### config.mk
export PLATFORM = sky130hd
export DESIGN_NAME = edge_detector_array_flat
export DESIGN_NICKNAME = d
export VERILOG_FILES = /design/src/rtl/edge_detector_array_if.sv /design/src/rtl/edge_detector_array.sv /design/src/flat_wrapper.sv
export SDC_FILE = /design/constraint.sdc
export NUM_CORES = 1
export LEC_CHECK = 0
export BUFFER_PORTS_ARGS = -buffer_cell sky130_fd_sc_hd__buf_2
export CORE_MARGIN = 5
export CORE_UTILIZATION = 46
export DETAILED_ROUTE_END_ITERATION = 8
export PLACE_DENSITY = 0.77
export SLEW_MARGIN = 10
export SYNTH_ARGS = -nofsm -noshare
export SYNTH_HDL_FRONTEND = slang
export SYNTH_SLANG_ARGS = --single-unit
### constraint.sdc
create_clock -name clk -period 4 [get_ports clk]
set_clock_uncertainty 0.15 [all_clocks]
set_input_delay 0.4 -clock clk [delete_from_list [all_inputs] [get_ports clk]]
set_output_delay 0.4 -clock clk [all_outputs]
set_load 0.02 [all_outputs]
### src/rtl/edge_detector_array_if.sv
// Bundle of the per-channel pins of edge_detector_array.
// master drives raw inputs, mode and clear; slave is the detector itself.
interface edge_detector_array_if #(
  parameter int NUM_CH = 4
);
  logic [NUM_CH-1:0]   data_in;
  logic [2*NUM_CH-1:0] mode;
  logic [NUM_CH-1:0]   clear;
  logic [NUM_CH-1:0]   level_out;
  logic [NUM_CH-1:0]   edge_pulse;
  logic [NUM_CH-1:0]   edge_sticky;
  logic                any_edge;

  modport master (
    output data_in, mode, clear,
    input  level_out, edge_pulse, edge_sticky, any_edge
  );

  modport slave (
    input  data_in, mode, clear,
    output level_out, edge_pulse, edge_sticky, any_edge
  );
endinterface

### src/rtl/edge_detector_array.sv
// Multi-channel edge detector: per channel a synchroniser, a debounce filter,
// a mode-qualified one-cycle edge pulse and a sticky flag with clear.
module edge_detector_array #(
  parameter int NUM_CH          = 4,
  parameter int SYNC_STAGES     = 2,
  parameter int DEBOUNCE_CYCLES = 1,
  parameter int RESET_VAL       = 0
) (
  input logic                 clk,
  input logic                 n_rst,
  edge_detector_array_if.slave bus
);

  localparam int              CW       = $clog2(DEBOUNCE_CYCLES + 1);
  localparam logic [CW-1:0]   CNT_LAST = CW'(DEBOUNCE_CYCLES - 1);
  localparam logic [NUM_CH-1:0] RST_LVL = (RESET_VAL != 0) ? '1 : '0;

  logic [SYNC_STAGES-1:0][NUM_CH-1:0] sync_q;
  logic [NUM_CH-1:0]                  s;
  logic [NUM_CH-1:0]                  level_q, level_d;
  logic [NUM_CH-1:0]                  pulse_q, pulse_d;
  logic [NUM_CH-1:0]                  sticky_q, sticky_d;
  logic [NUM_CH-1:0][CW-1:0]          cnt_q, cnt_d;
  logic                               any_q;

  always_ff @(posedge clk or negedge n_rst) begin
    if (!n_rst) begin
      sync_q <= {SYNC_STAGES{RST_LVL}};
    end else begin
      sync_q <= {sync_q[SYNC_STAGES-2:0], bus.data_in};
    end
  end

  assign s = sync_q[SYNC_STAGES-1];

  // A level change is accepted once s has differed from level_q for
  // DEBOUNCE_CYCLES consecutive cycles; any reversion restarts the count.
  always_comb begin
    level_d = level_q;
    cnt_d   = cnt_q;
    pulse_d = '0;
    for (int i = 0; i < NUM_CH; i++) begin
      if (s[i] == level_q[i]) begin
        cnt_d[i] = '0;
      end else if (cnt_q[i] == CNT_LAST) begin
        level_d[i] = s[i];
        cnt_d[i]   = '0;
        // mode bit 0 qualifies rises, bit 1 qualifies falls
        pulse_d[i] = s[i] ? bus.mode[2*i] : bus.mode[2*i+1];
      end else begin
        cnt_d[i] = cnt_q[i] + CW'(1);
      end
    end
    sticky_d = (sticky_q & ~bus.clear) | pulse_d;
  end

  always_ff @(posedge clk or negedge n_rst) begin
    if (!n_rst) begin
      level_q  <= RST_LVL;
      cnt_q    <= '0;
      pulse_q  <= '0;
      sticky_q <= '0;
      any_q    <= 1'b0;
    end else begin
      level_q  <= level_d;
      cnt_q    <= cnt_d;
      pulse_q  <= pulse_d;
      sticky_q <= sticky_d;
      any_q    <= |pulse_d;
    end
  end

  assign bus.level_out   = level_q;
  assign bus.edge_pulse  = pulse_q;
  assign bus.edge_sticky = sticky_q;
  assign bus.any_edge    = any_q;

endmodule

### src/flat_wrapper.sv
// flat-port wrapper written by rule: the top's interface ports become plain ports
module edge_detector_array_flat 
#(
  parameter int NUM_CH          = 4,
  parameter int SYNC_STAGES     = 2,
  parameter int DEBOUNCE_CYCLES = 1,
  parameter int RESET_VAL       = 0
)
  (clk, n_rst, bus_data_in, bus_mode, bus_clear, bus_level_out, bus_edge_pulse, bus_edge_sticky, bus_any_edge);
  edge_detector_array_if #(.NUM_CH(NUM_CH)) bus_i ();
  input logic clk;
  input logic n_rst;
  input wire logic [$bits(bus_i.data_in)-1:0] bus_data_in;
  input wire logic [$bits(bus_i.mode)-1:0] bus_mode;
  input wire logic [$bits(bus_i.clear)-1:0] bus_clear;
  output wire logic [$bits(bus_i.level_out)-1:0] bus_level_out;
  output wire logic [$bits(bus_i.edge_pulse)-1:0] bus_edge_pulse;
  output wire logic [$bits(bus_i.edge_sticky)-1:0] bus_edge_sticky;
  output wire logic [$bits(bus_i.any_edge)-1:0] bus_any_edge;
  assign bus_i.data_in = bus_data_in;
  assign bus_i.mode = bus_mode;
  assign bus_i.clear = bus_clear;
  assign bus_level_out = bus_i.level_out;
  assign bus_edge_pulse = bus_i.edge_pulse;
  assign bus_edge_sticky = bus_i.edge_sticky;
  assign bus_any_edge = bus_i.any_edge;
  edge_detector_array #(.NUM_CH(NUM_CH), .SYNC_STAGES(SYNC_STAGES), .DEBOUNCE_CYCLES(DEBOUNCE_CYCLES), .RESET_VAL(RESET_VAL)) u_core (.clk(clk), .n_rst(n_rst), .bus(bus_i));
endmodule
* Word level (Yosys, flattened, before mapping) *
Index checks and enable logic that the tools add are counted.

storage, ports and cells
  bits in registers = 25
  input bits = 18
  output and inout port bits = 13
  word-level logic and storage cells = 57

operators by class
  $add $sub $neg = 4
  equal/unequal tests = 4
  mux-type cells = 20
  bitwise logic cells = 11
  reductions and logical operators = 5

operators with widths
  cell                                 number
  two-way mux 1 bit                    20
  inverter 1 bit                       8
  AND reduction 2 bit                  4
  adder 1 bit (second input constant)  4
  bitwise AND 4 bit                    1
  equality test 1 bit                  4
  inverter 4 bit                       1
  OR 4 bit                             1
  OR reduction 4 bit                   1

* Longest topological paths before layout *
Gate-level depths: netlist of the first run.

  depth in word-level cells = 4
  mapped depth = 3
  gate-level depth less buffers = 3

* Worst setup path after synthesis of the first run *
No wires, ideal clock.

  path kind = register to register
  start = reg u_core.level_q[1], in the netlist u_core.bus.level_out[1]
  end = reg u_core.any_q, in the netlist u_core.bus.any_edge
  library setup time = 138 ps
  arrival = 1141 ps
  required time = 3712 ps
  slack = 2570 ps
  stages on the path, launching flop included = 4
  period minus slack after synthesis = 1430 ps
  cell sequence = dfrtp_1 nand3b_1 o21ai_2 or4_1

between the ends
  cells in the longest elaborated chain, start to end = 3

RTL lines
  what                         RTL line                   RTL
  start: declaration           edge_detector_array.sv:20  logic [NUM_CH-1:0] level_q, level_d;
  start signal: assignment     edge_detector_array.sv:65  level_q <= level_d;
  equality test 1 bit          edge_detector_array.sv:43  if (s[i] == level_q[i]) begin
  two-way mux 1 bit            edge_detector_array.sv:43
  named net u_core.pulse_d[1]  edge_detector_array.sv:21  logic [NUM_CH-1:0] pulse_q, pulse_d;
  OR reduction 4 bit           edge_detector_array.sv:69  any_q <= |pulse_d;
  end signal: assignment       edge_detector_array.sv:69
  end: declaration             edge_detector_array.sv:24  logic any_q;

The timed path passes the listed nets, and every way through them passes these cells.
A chain may end at the register's enable or synchronous reset.

* Worst setup path in the final report of the first run *
  start = reg u_core.level_q[2], in the netlist u_core.bus.level_out[2]
  end = out bus_level_out[2]

RTL lines
  what              RTL line            RTL
  end: declaration  flat_wrapper.sv:16  output wire logic [$bits(bus_i.level_out)-1:0] bus_level_out;

No word-level cell between the ends.

==> results of run 1 <==
placed cells by master, fill, tap and decap left out, drive strengths merged:
master,n
nand3b,4
clkbuf,3
or4,1
dlygate4sd3,1
a21o,4
buf,30
o21ai,4
dfrtp,21
clkinv,1
inv,4
nand2,4
cell usage after synthesis:
master and count:
nand2_1 4, nand3b_1 4, o21ai_2 2, or4_1 1
a21o_1 3, inv_1 4, clkbuf_1 3, dfrtp_1 21
a21o_2 1, o21ai_1 2, dlygate4sd1_1 1
sequential cells by signal, summed over array words and instances, names as in the netlist:
name,cells
u_core.sync_q,4
u_core.bus.level_out,4
u_core.s,4
u_core.bus.edge_pulse,4
u_core.bus.any_edge,1
u_core.bus.edge_sticky,4
power by group:
group	internal [W]	leakage, nW	total [W]	switching (W)
Combinational	0.0000197	0.206	0.0000478	0.0000281
Clock	0.0000372	0.0177	0.0000983	0.0000611
Sequential	0.000227	0.252	0.000233	0.00000668
Total	0.000283	0.475	0.000379	0.0000959
layer usage:
layer	routed length, um	vias to the layer above	track usage, %	share of wire (%)
li1	-	206	-	-
met1	408	199	15.0	35
met2	629	17	19.8	55
met3	113	0	3.32	9.8
met4	0	0	8.06	0
met5	0	-	0	0
layout make-up:
| cell class | instances | area share (%) |
|---|---|---|
| flip-flops and latches | 21 | 61.2 |
| repair buffers | 31 | 18.7 |
| multi-input cells | 17 | 13.0 |
| clock buffers | 3 | 2.62 |
| well taps | 15 | 2.19 |
| inverters | 4 | 1.75 |
| clock inverters | 1 | 0.583 |
worst paths after layout:
check / from / to / slack, ps / depth (start not counted)
min in group asynchronous: n_rst / u_core.bus.level_out[3] / 410 / 2
max in group asynchronous: n_rst / u_core.bus.edge_pulse[1] / 2980 / 2
worst min register to register: u_core.sync_q[1] / u_core.s[1] / 210 / 0
worst min-delay path: bus_data_in[2] / u_core.sync_q[2] / 50 / 1
worst max-delay path: u_core.bus.level_out[2] / bus_level_out[2] / 2560 / 1
worst max register to register: u_core.bus.level_out[2] / u_core.bus.any_edge / 2630 / 3
cells by family after synthesis:
logic type,share of synthesized area (%)
flops,78.2
simple gates,7.82
compound gates,8.75
buf+inv,5.21
metrics by stage:
| stage | utilization, % | hold slack (ps) |
|---|---|---|
| 2_1_floorplan | - | -45.6 |
| 3_3_place_gp | 61.5 | 183 |
| 3_5_place_dp | 61.5 | 187 |
| 4_1_cts | 64.4 | 34.5 |
| 5_1_grt | 64.4 | 18.2 |
| 6_report | 64.4 | 46.2 |
timing repair:
item	4_1_cts	5_1_grt
hold endpoints to repair	21	0
endpoints found under the setup margin	0	0
hold buffers	1	0
==> metrics.md, run 1 <==
| Metric | Value |
|---|---|
| Row count | 13 |
| Final GP Congestion | 0.620 |
| Worst VDD drop | 0.000222 V |
| Die W | 48.2 um |
| Largest net degree at the start of global routing | 22 |
| Final ANT Viol Nets | 0 |
| Synthesized cell area | 672 um^2 |
| Port Buffers | 30 |
| Fin crit share | 36.0% |
| Clock Pin Slew Worst Setup and Hold Paths | 120 ps |
| Total iterations of the first detailed-routing run | 4 |
| DR vias/cell | 4.59 |
| Max-cap violation count | 0 |
| Setup Buffers After CTS | 0 |
| Slew HR | 71.1% |
| Leak | 0.475 nW |
| # clock sinks | 21 |
| Area Growth Syn to Fin | 27.7% |
| Status | finished clean |
| Worst setup margin | 2560 ps |
| Worst Setup End Kind | output port |
| Power Total | 0.000379 W |
| Largest cells by area after synthesis | dfrtp_1 (78%), nand3b_1 (4.5%), a21o_1 (3.4%) |
| TritonCTS clock tree | yes |
| Synth top area share | 78.2% |
| WP buf/inv | 1 |
| RSZ-0062 raised after global routing | no |
| Skew-Pair Late Insertion Delay | 300 ps |
| WS Path Type | reg2out |
| Number of global-route vias before repair | 430 |
| Post-CTS Resized | 0 |
| CP peak stage delay | 420 ps |
| Antenna Cells | 0 |
| Nets | 96 |
| I/O pin count | 31 |
| Initial Utilization | 50.4% |
| Crit path cell chain | buf_2 |
| CP required | 3450 ps |
| DP Area | 821 um^2 |
| CP Max Fanout | 3 |
| Hold WC Path Type | in2reg |
| Worst slew pin tran | 434 ps |
| Core area | 0.00133 mm^2 |
| First-pass GRT wire length | 1890 um |
| Final setup vio count | 0 |
| Clock buffer depth | 2 |
| Final wirelength | 1150 um |
| Via count | 422 |
| H-tree levels | 1 |
| Synth warn | 0 |
| Hpwl dp | 910 um |
| Die Span Y | 48.2 um |
| Setup WS pre-CTS | 2550 ps |
| Peak Freq | 0.694 GHz |
| Multi-input logic area | 111 um^2 |
| Post-route insts no fill | 92 |
| Slew Viols, Final | 0 |
| Crit path DAT | 890 ps |
| Root Driver | clkbuf_4 |
| Register bit count reported by yosys | 21 |
| Final hold viol count | 0 |
| Synth Net Count | 64 |
| DRC | 0 |
| Power density over the cells | 442 mW/mm^2 |
| Syn Area/Cell | 14.6 um^2 |
| CP delay by family, top | flip-flops |
| Post-Syn Instances | 46 |
| Design Area, Final | 858 um^2 |
| Initial antenna violation count | 0 |
| Grt total ovfl | 0 |
| WL/cell | 12.5 um |
| Iter 0 DRT Violations | 1 |
| Fin crit period | 1440 ps |
| Sequential area share after synthesis | 78.2% |
| Cell variety after synth | 11 |
| Dominant cell type by area after synthesis | dfrtp_1 |
| Critical path startpoint category | register |
| Setup TNS | 0 ps |
| Fraction of layout cells with a size suffix above 1 | 48.1% |
| Gr usage total | 12.5% |
| Crit path max-delay cell type | dfrtp_1 |
| Placed Instances | 87 |
| CTS buffer count | 3 |
| Die ar. | 0.00233 mm^2 |
| Flip-flop and latch area | 526 um^2 |
| Fillers | 120 |
Note: power is estimated with default switching activity, not from simulation.
==> run 2, diff against run 1 <==
--- a/config.mk
+++ b/config.mk
@@ -7,9 +7,9 @@
 export LEC_CHECK = 0
 export BUFFER_PORTS_ARGS = -buffer_cell sky130_fd_sc_hd__buf_2
 export CORE_MARGIN = 5
-export CORE_UTILIZATION = 46
+export CORE_UTILIZATION = 43
 export DETAILED_ROUTE_END_ITERATION = 8
-export PLACE_DENSITY = 0.77
+export PLACE_DENSITY = 0.72
 export SLEW_MARGIN = 10
 export SYNTH_ARGS = -nofsm -noshare
 export SYNTH_HDL_FRONTEND = slang
==> constraint.sdc (replaced) <==
create_clock -name clk -period 1.4 [get_ports clk]
set_clock_uncertainty 0.15 [all_clocks]
set_input_delay 0.14 -clock clk [delete_from_list [all_inputs] [get_ports clk]]
set_output_delay 0.14 -clock clk [all_outputs]
set_load 0.02 [all_outputs]
==> run 2 against run 1 <==
- the flow now finishes with violations (negative hold slack)
- cell area grew 15%
- critical endpoint is now u_core.bus.any_edge
- core utilization grew 2.2 points
- clock-buffer cell count is the same
- worst setup slack lost 2600 ps
==> metrics.md, run 2 (synthesized netlist as in run 1, its figures left out) <==
| Metric | Value |
|---|---|
| Final hold viol count | 3 (+3) |
| Number of global-route vias before repair | 509 (+18%) |
| Final cell utilization of the core | 66.6% (+2.2 points) |
| Violated checks | negative hold slack |
| Critical path startpoint category | primary input |
| Final setup vio count | 0 (unchanged) |
| Antenna Cells | 0 (unchanged) |
| Slew Viols, Final | 0 (unchanged) |
| Crit path max-delay cell type | dlygate4sd3_1 |
| Fraction of layout cells with a size suffix above 1 | 46.7% (-1.4 points) |
| Nets | 109 (+14%) |
| Max-cap violation count | 0 (unchanged) |
| Uppermost layer routed | met3 |
| Final ANT Viol Nets | 0 (unchanged) |
| Power density over the cells | 1130 mW/mm^2 (+160%) |
| DR vias/cell | 4.61 (+0.57%) |
| Row count | 14 (+1) |
| Skew-Pair Late Insertion Delay | 290 ps (about the same) |
| WS Path Type | in2reg |
| Initial Utilization | 45.1% (-5.2 points) |
| Fin crit share | 99.8% |
| I/O pin count | 31 (unchanged) |
| Total iterations of the first detailed-routing run | 2 (-2) |
| Core area | 0.00149 mm^2 (+12%) |
| TritonCTS clock tree | yes |
| Root Driver | clkbuf_4 |
| RSZ-0062 raised after global routing | yes |
| Worst Setup End Kind | register |
| Worst slew pin tran | 440 ps (+6.11 ps) |
| Clock buffer depth | 2 (unchanged) |
| Worst setup margin | 2.62 ps (-2560 ps) |
| Status | finished with violations |
| Slew HR | 70.7% (-0.41 points) |
| Via count | 489 (+16%) |
| Placed Instances | 88 (+1.1%) |
| # clock sinks | 21 (unchanged) |
| Crit path cell chain | dlygate4sd3_1 > buf_2 > nand2_1 > o21ai_2 > or4_4 |
| H-tree levels | 1 (unchanged) |
| Die Span Y | 49.5 um (+2.7%) |
| Crit path DAT | 1430 ps (+540 ps) |
| Fin crit period | 1400 ps |
| Setup WS pre-CTS | 19.6 ps (-2540 ps) |
| DP Area | 825 um^2 (+0.46%) |
| Initial antenna violation count | 0 (unchanged) |
| Most frequent cells in the layout | buf_2 (30), dfrtp_1 (19), dlygate4sd3_1 (12) |
| DRC | 0 (unchanged) |
| CP required | 1430 ps (-2020 ps) |
| Die W | 49.5 um (+2.7%) |
| CP peak stage delay | 530 ps (+110 ps) |
| CP Max Fanout | 3 (unchanged) |
| Die ar. | 0.00245 mm^2 (+5.5%) |
| Commonest non-fill, non-tap cell in the layout | buf_2 |
| Final GP Congestion | 0.624 (+0.68%) |
| CTS buffer count | 3 (unchanged) |
| Hold WC Path Type | in2reg |
| Final wirelength | 1310 um (+14%) |
| Clock Pin Slew Worst Setup and Hold Paths | 110 ps (about the same) |
| DR WL met3 | 71 um (-37%) |
| Post-route insts no fill | 106 (+15%) |
| Peak Freq | 0.716 GHz |
| Worst VDD drop | 0.000557 V (+150%) |
| Area Growth Syn to Fin | 47.5% |
| Iter 0 DRT Violations | 5 (+4) |
| Leak | 0.530 nW (+12%) |
| First-pass GRT wire length | 2280 um (+20%) |
| Min Hold Slack | -49.8 ps (-96.0 ps) |
| Largest net degree at the start of global routing | 22 (unchanged) |
| Wl on met1 | 455 um (+12%) |
| Fillers | 118 (-1.7%) |
| Port Buffers | 30 (unchanged) |
| Hpwl dp | 862 um (-5.3%) |
| Design Area, Final | 991 um^2 (+15%) |
| WL/cell | 12.3 um (-1.4%) |
| Met2 wire len | 780 um (+24%) |
| Grt total ovfl | 0 (unchanged) |
| Power Total | 0.00112 W (+200%) |
| Gr usage total | 12.0% (-0.51 points) |
==> run 2: power by group <==
group	switching, W	internal (W)
sequential	0.0000187	0.000648
combinational	0.0000875	0.0000830
clock	0.000177	0.000106
total	0.000283	0.000837
==> run 2: path summary, 6_finish.rpt <==
path | from | end | slack [ps] | cells after the start
min | bus_mode[2] | u_core.bus.edge_pulse[1] | -50 | 3
max in group asynchronous | n_rst | u_core.bus.level_out[2] | 620 | 2
min reg2reg | u_core.sync_q[1] | u_core.s[1] | 210 | 0
max | bus_mode[4] | u_core.bus.any_edge | 3 | 5
max reg2reg | u_core.bus.level_out[1] | u_core.bus.any_edge | 10 | 3
min in group asynchronous | n_rst | u_core.sync_q[0] | 160 | 2
==> run 2: timing repair <==
action / 4_1_cts / 5_1_grt
endpoints found under the setup margin: 1 / 1
pin swaps: 0 / 1
gates resized for setup: 0 / 1
hold buffers: 11 / 1
hold endpoints to repair: 33 / 3
setup buffers: 1 / 1
==> run 2: metrics by stage <==
step / hold slack (ps) / TNS, ps
2_1_floorplan: -306 / 0
4_1_cts: -71.7 / 0
6_report: -49.8 / 0
5_1_grt: -67.8 / -37.4
3_5_place_dp: -36.7 / 0
3_3_place_gp: -44.1 / 0
==> run 2: worst max-delay path, delay by kind of cell <==
family,cells,cell delay [ps]
compound gates,1,60
simple gates,2,570
buf+inv,2,650
==> run 2: area by class of cell <==
cell class	count	area [um^2]	share of cell area, %
Inverter	4	15.0	1.52
Multi-Input combinational cell	17	115	11.6
Tap cell	16	20.0	2.02
Clock inverter	1	5.00	0.505
Timing Repair Buffer	44	285	28.8
Clock buffer	3	22.5	2.27
Sequential cell	21	528	53.3
==> run 2: metal layers <==
layer | track usage [%] | up-vias
met5 | 0 | -
met4 | 3.93 | 0
met3 | 3.31 | 0
met2 | 22.5 | 11
met1 | 12.7 | 243
li1 | - | 235
==> run 3, diff against run 2 <==
--- a/config.mk
+++ b/config.mk
@@ -6,10 +6,11 @@
 export NUM_CORES = 1
 export LEC_CHECK = 0
 export BUFFER_PORTS_ARGS = -buffer_cell sky130_fd_sc_hd__buf_2
-export CORE_MARGIN = 5
+export CORE_MARGIN = 1
 export CORE_UTILIZATION = 43
 export DETAILED_ROUTE_END_ITERATION = 8
 export PLACE_DENSITY = 0.72
+export RECOVER_POWER = 50
 export SLEW_MARGIN = 10
 export SYNTH_ARGS = -nofsm -noshare
 export SYNTH_HDL_FRONTEND = slang
==> run 3 against run 2 <==
- the run ends with negative hold slack, negative setup slack left
- global-route usage up 3.3 points
- critical endpoint unchanged
- register-to-register slack is essentially flat
- wire length fell by 11%
- critical path type unchanged
- worst hold slack better by 35 ps
- combinational power rose by 2%
- maximum frequency down 0.84%
- critical path depth unchanged
- sequential power is essentially flat
==> metrics.md, run 3 (synthesized netlist as in run 1, its figures left out) <==
| Metric | Value |
|---|---|
| Status | finished with violations |
| Violated checks | negative hold slack, negative setup slack |
| Hold WC Path Type | in2reg |
| Power density over the cells | 1090 mW/mm^2 (-3.2%) |
| Setup WS pre-CTS | 21.6 ps (+1.97 ps) |
| Core area | 0.00138 mm^2 (-7.1%) |
| Total iterations of the first detailed-routing run | 1 (-1) |
| Area Growth Syn to Fin | 51.4% |
| Min Hold Slack | -14.4 ps (+35.4 ps) |
| DR vias/cell | 4.52 (-2.1%) |
| DRC | 0 (unchanged) |
| Fin crit share | 101% (+0.84 points) |
| Final cell utilization of the core | 73.6% (+7.0 points) |
| Fin crit period | 1410 ps (+11.8 ps) |
| Clock Pin Slew Worst Setup and Hold Paths | 100 ps (about the same) |
| Worst slew pin tran | 482 ps (+41.8 ps) |
| # clock sinks | 21 (unchanged) |
| Skew-Pair Late Insertion Delay | 290 ps (about the same) |
| Worst VDD drop | 0.000786 V (+41%) |
| Hold_buf cts | 14 (+3) |
| Clock buffer depth | 2 (unchanged) |
| WS Path Type | in2reg |
| Die Span Y | 41.5 um (-16%) |
| Max-cap violation count | 0 (unchanged) |
| Die ar. | 0.00172 mm^2 (-30%) |
| Fraction of layout cells with a size suffix above 1 | 46.2% (-0.43 points) |
| TritonCTS clock tree | yes |
| Flip-flop and latch area | 528 um^2 (unchanged) |
| Final GP Congestion | 0.655 (+4.9%) |
| Critical path startpoint category | primary input |
| RSZ-0062 raised after global routing | yes |
| Port Buffers | 30 (unchanged) |
| Row count | 13 (-1) |
| Crit path DAT | 1430 ps (about the same) |
| Antenna Cells | 0 (unchanged) |
| Hpwl dp | 718 um (-17%) |
| CP Max Fanout | 2 (-1) |
| Initial Utilization | 48.6% (+3.5 points) |
| Root Driver | clkbuf_4 |
| First-pass GRT wire length | 1940 um (-15%) |
| Final wirelength | 1170 um (-11%) |
| WL/cell | 10.8 um (-12%) |
| Multi-input logic area | 116 um^2 (+1.1%) |
| Worst setup margin | -9.20 ps (-11.8 ps) |
| Grt total ovfl | 0 (unchanged) |
| Most frequent cells in the layout | buf_2 (29), dfrtp_1 (19), dlygate4sd3_1 (14), nand3b_1 (4), inv_1 (4) |
| I/O pin count | 31 (unchanged) |
| Worst Setup End Kind | register |
| Commonest non-fill, non-tap cell in the layout | buf_2 |
| Final hold viol count | 1 (-2) |
| Die W | 41.5 um (-16%) |
| Peak Freq | 0.710 GHz (-0.84%) |
| Largest net degree at the start of global routing | 22 (unchanged) |
| Iter 0 DRT Violations | 0 (-5) |
| CP required | 1420 ps (about the same) |
| Final ANT Viol Nets | 0 (unchanged) |
| Leak | 0.541 nW (+2.1%) |
| Final setup vio count | 1 (+1) |
| Nets | 112 (+2.8%) |
| Fillers | 93 (-21%) |
| Number of global-route vias before repair | 481 (-5.5%) |
| H-tree levels | 1 (unchanged) |
| Slew HR | 67.9% (-2.8 points) |
| Gr usage total | 15.3% (+3.3 points) |
| CTS buffer count | 3 (unchanged) |
| Slew Viols, Final | 0 (unchanged) |
| Via count | 488 (-0.20%) |
| Initial antenna violation count | 0 (unchanged) |
==> run 3: metrics by stage <==
step	hold WS (ps)	setup TNS, ps	power [W]	instances	instance area (um^2)
3_3_place_gp	-46.4	0	0.000810	87	823
2_1_floorplan	-306	0	0.000749	46	674
5_1_grt	-0.797	-27.2	0.00117	108	1020
6_report	-14.4	-9.20	0.00111	108	1020
3_5_place_dp	-49.0	0	0.000814	87	823
4_1_cts	-19.2	0	0.00112	105	990
==> run 3: layout make-up <==
cell class | instances | share of cell area [%]
clock buffer | 4 | 2.58
timing repair buffer | 47 | 30.8
tap | 15 | 1.85
multi-input combinational | 17 | 11.4
inverter | 4 | 1.48
sequential | 21 | 51.9
==> run 3: where the power goes <==
| part | leakage [nW] | internal [W] | total (W) | switching, W |
|---|---|---|---|---|
| Sequential | 0.250 | 0.000648 | 0.000666 | 0.0000183 |
| Combinational | 0.276 | 0.0000866 | 0.000174 | 0.0000870 |
| Clock | 0.0150 | 0.000111 | 0.000274 | 0.000163 |
| Total | 0.541 | 0.000845 | 0.00111 | 0.000269 |
==> run 3: critical path, cell delays in order <==
cell,delay (ps)
dlygate4sd3_1,540
buf_2,130
nand2_2,50
o21ai_2,70
or4_1,510
==> run 3: metal layers <==
metal / wire length (um) / global-route usage, %
met2: 643 / 27.5
met3: 60 / 3.04
met1: 451 / 16.2
met4: 10 / 9.68
met5: 0 / 0
==> run 3: what timing repair did <==
item / 4_1_cts / 5_1_grt
gates resized for setup: 0 / 2
setup endpoints to repair: 0 / 1
endpoints found under the hold margin: 33 / 1
setup buffers: 0 / 3
==> run 3: final timing paths <==
check                      cells past startpoint                        end                     from  slack (ps)
max in group asynchronous                      2    u_core.bus.level_out[1]                    n_rst         560
min in group asynchronous                      2  u_core.bus.edge_sticky[3]                    n_rst         190
min reg2reg                                    0                u_core.s[3]         u_core.sync_q[3]         210
min                                            3   u_core.bus.edge_pulse[1]              bus_mode[3]         -10
max                                            5        u_core.bus.any_edge              bus_mode[4]          -9
max reg2reg                                    3        u_core.bus.any_edge  u_core.bus.level_out[2]          20
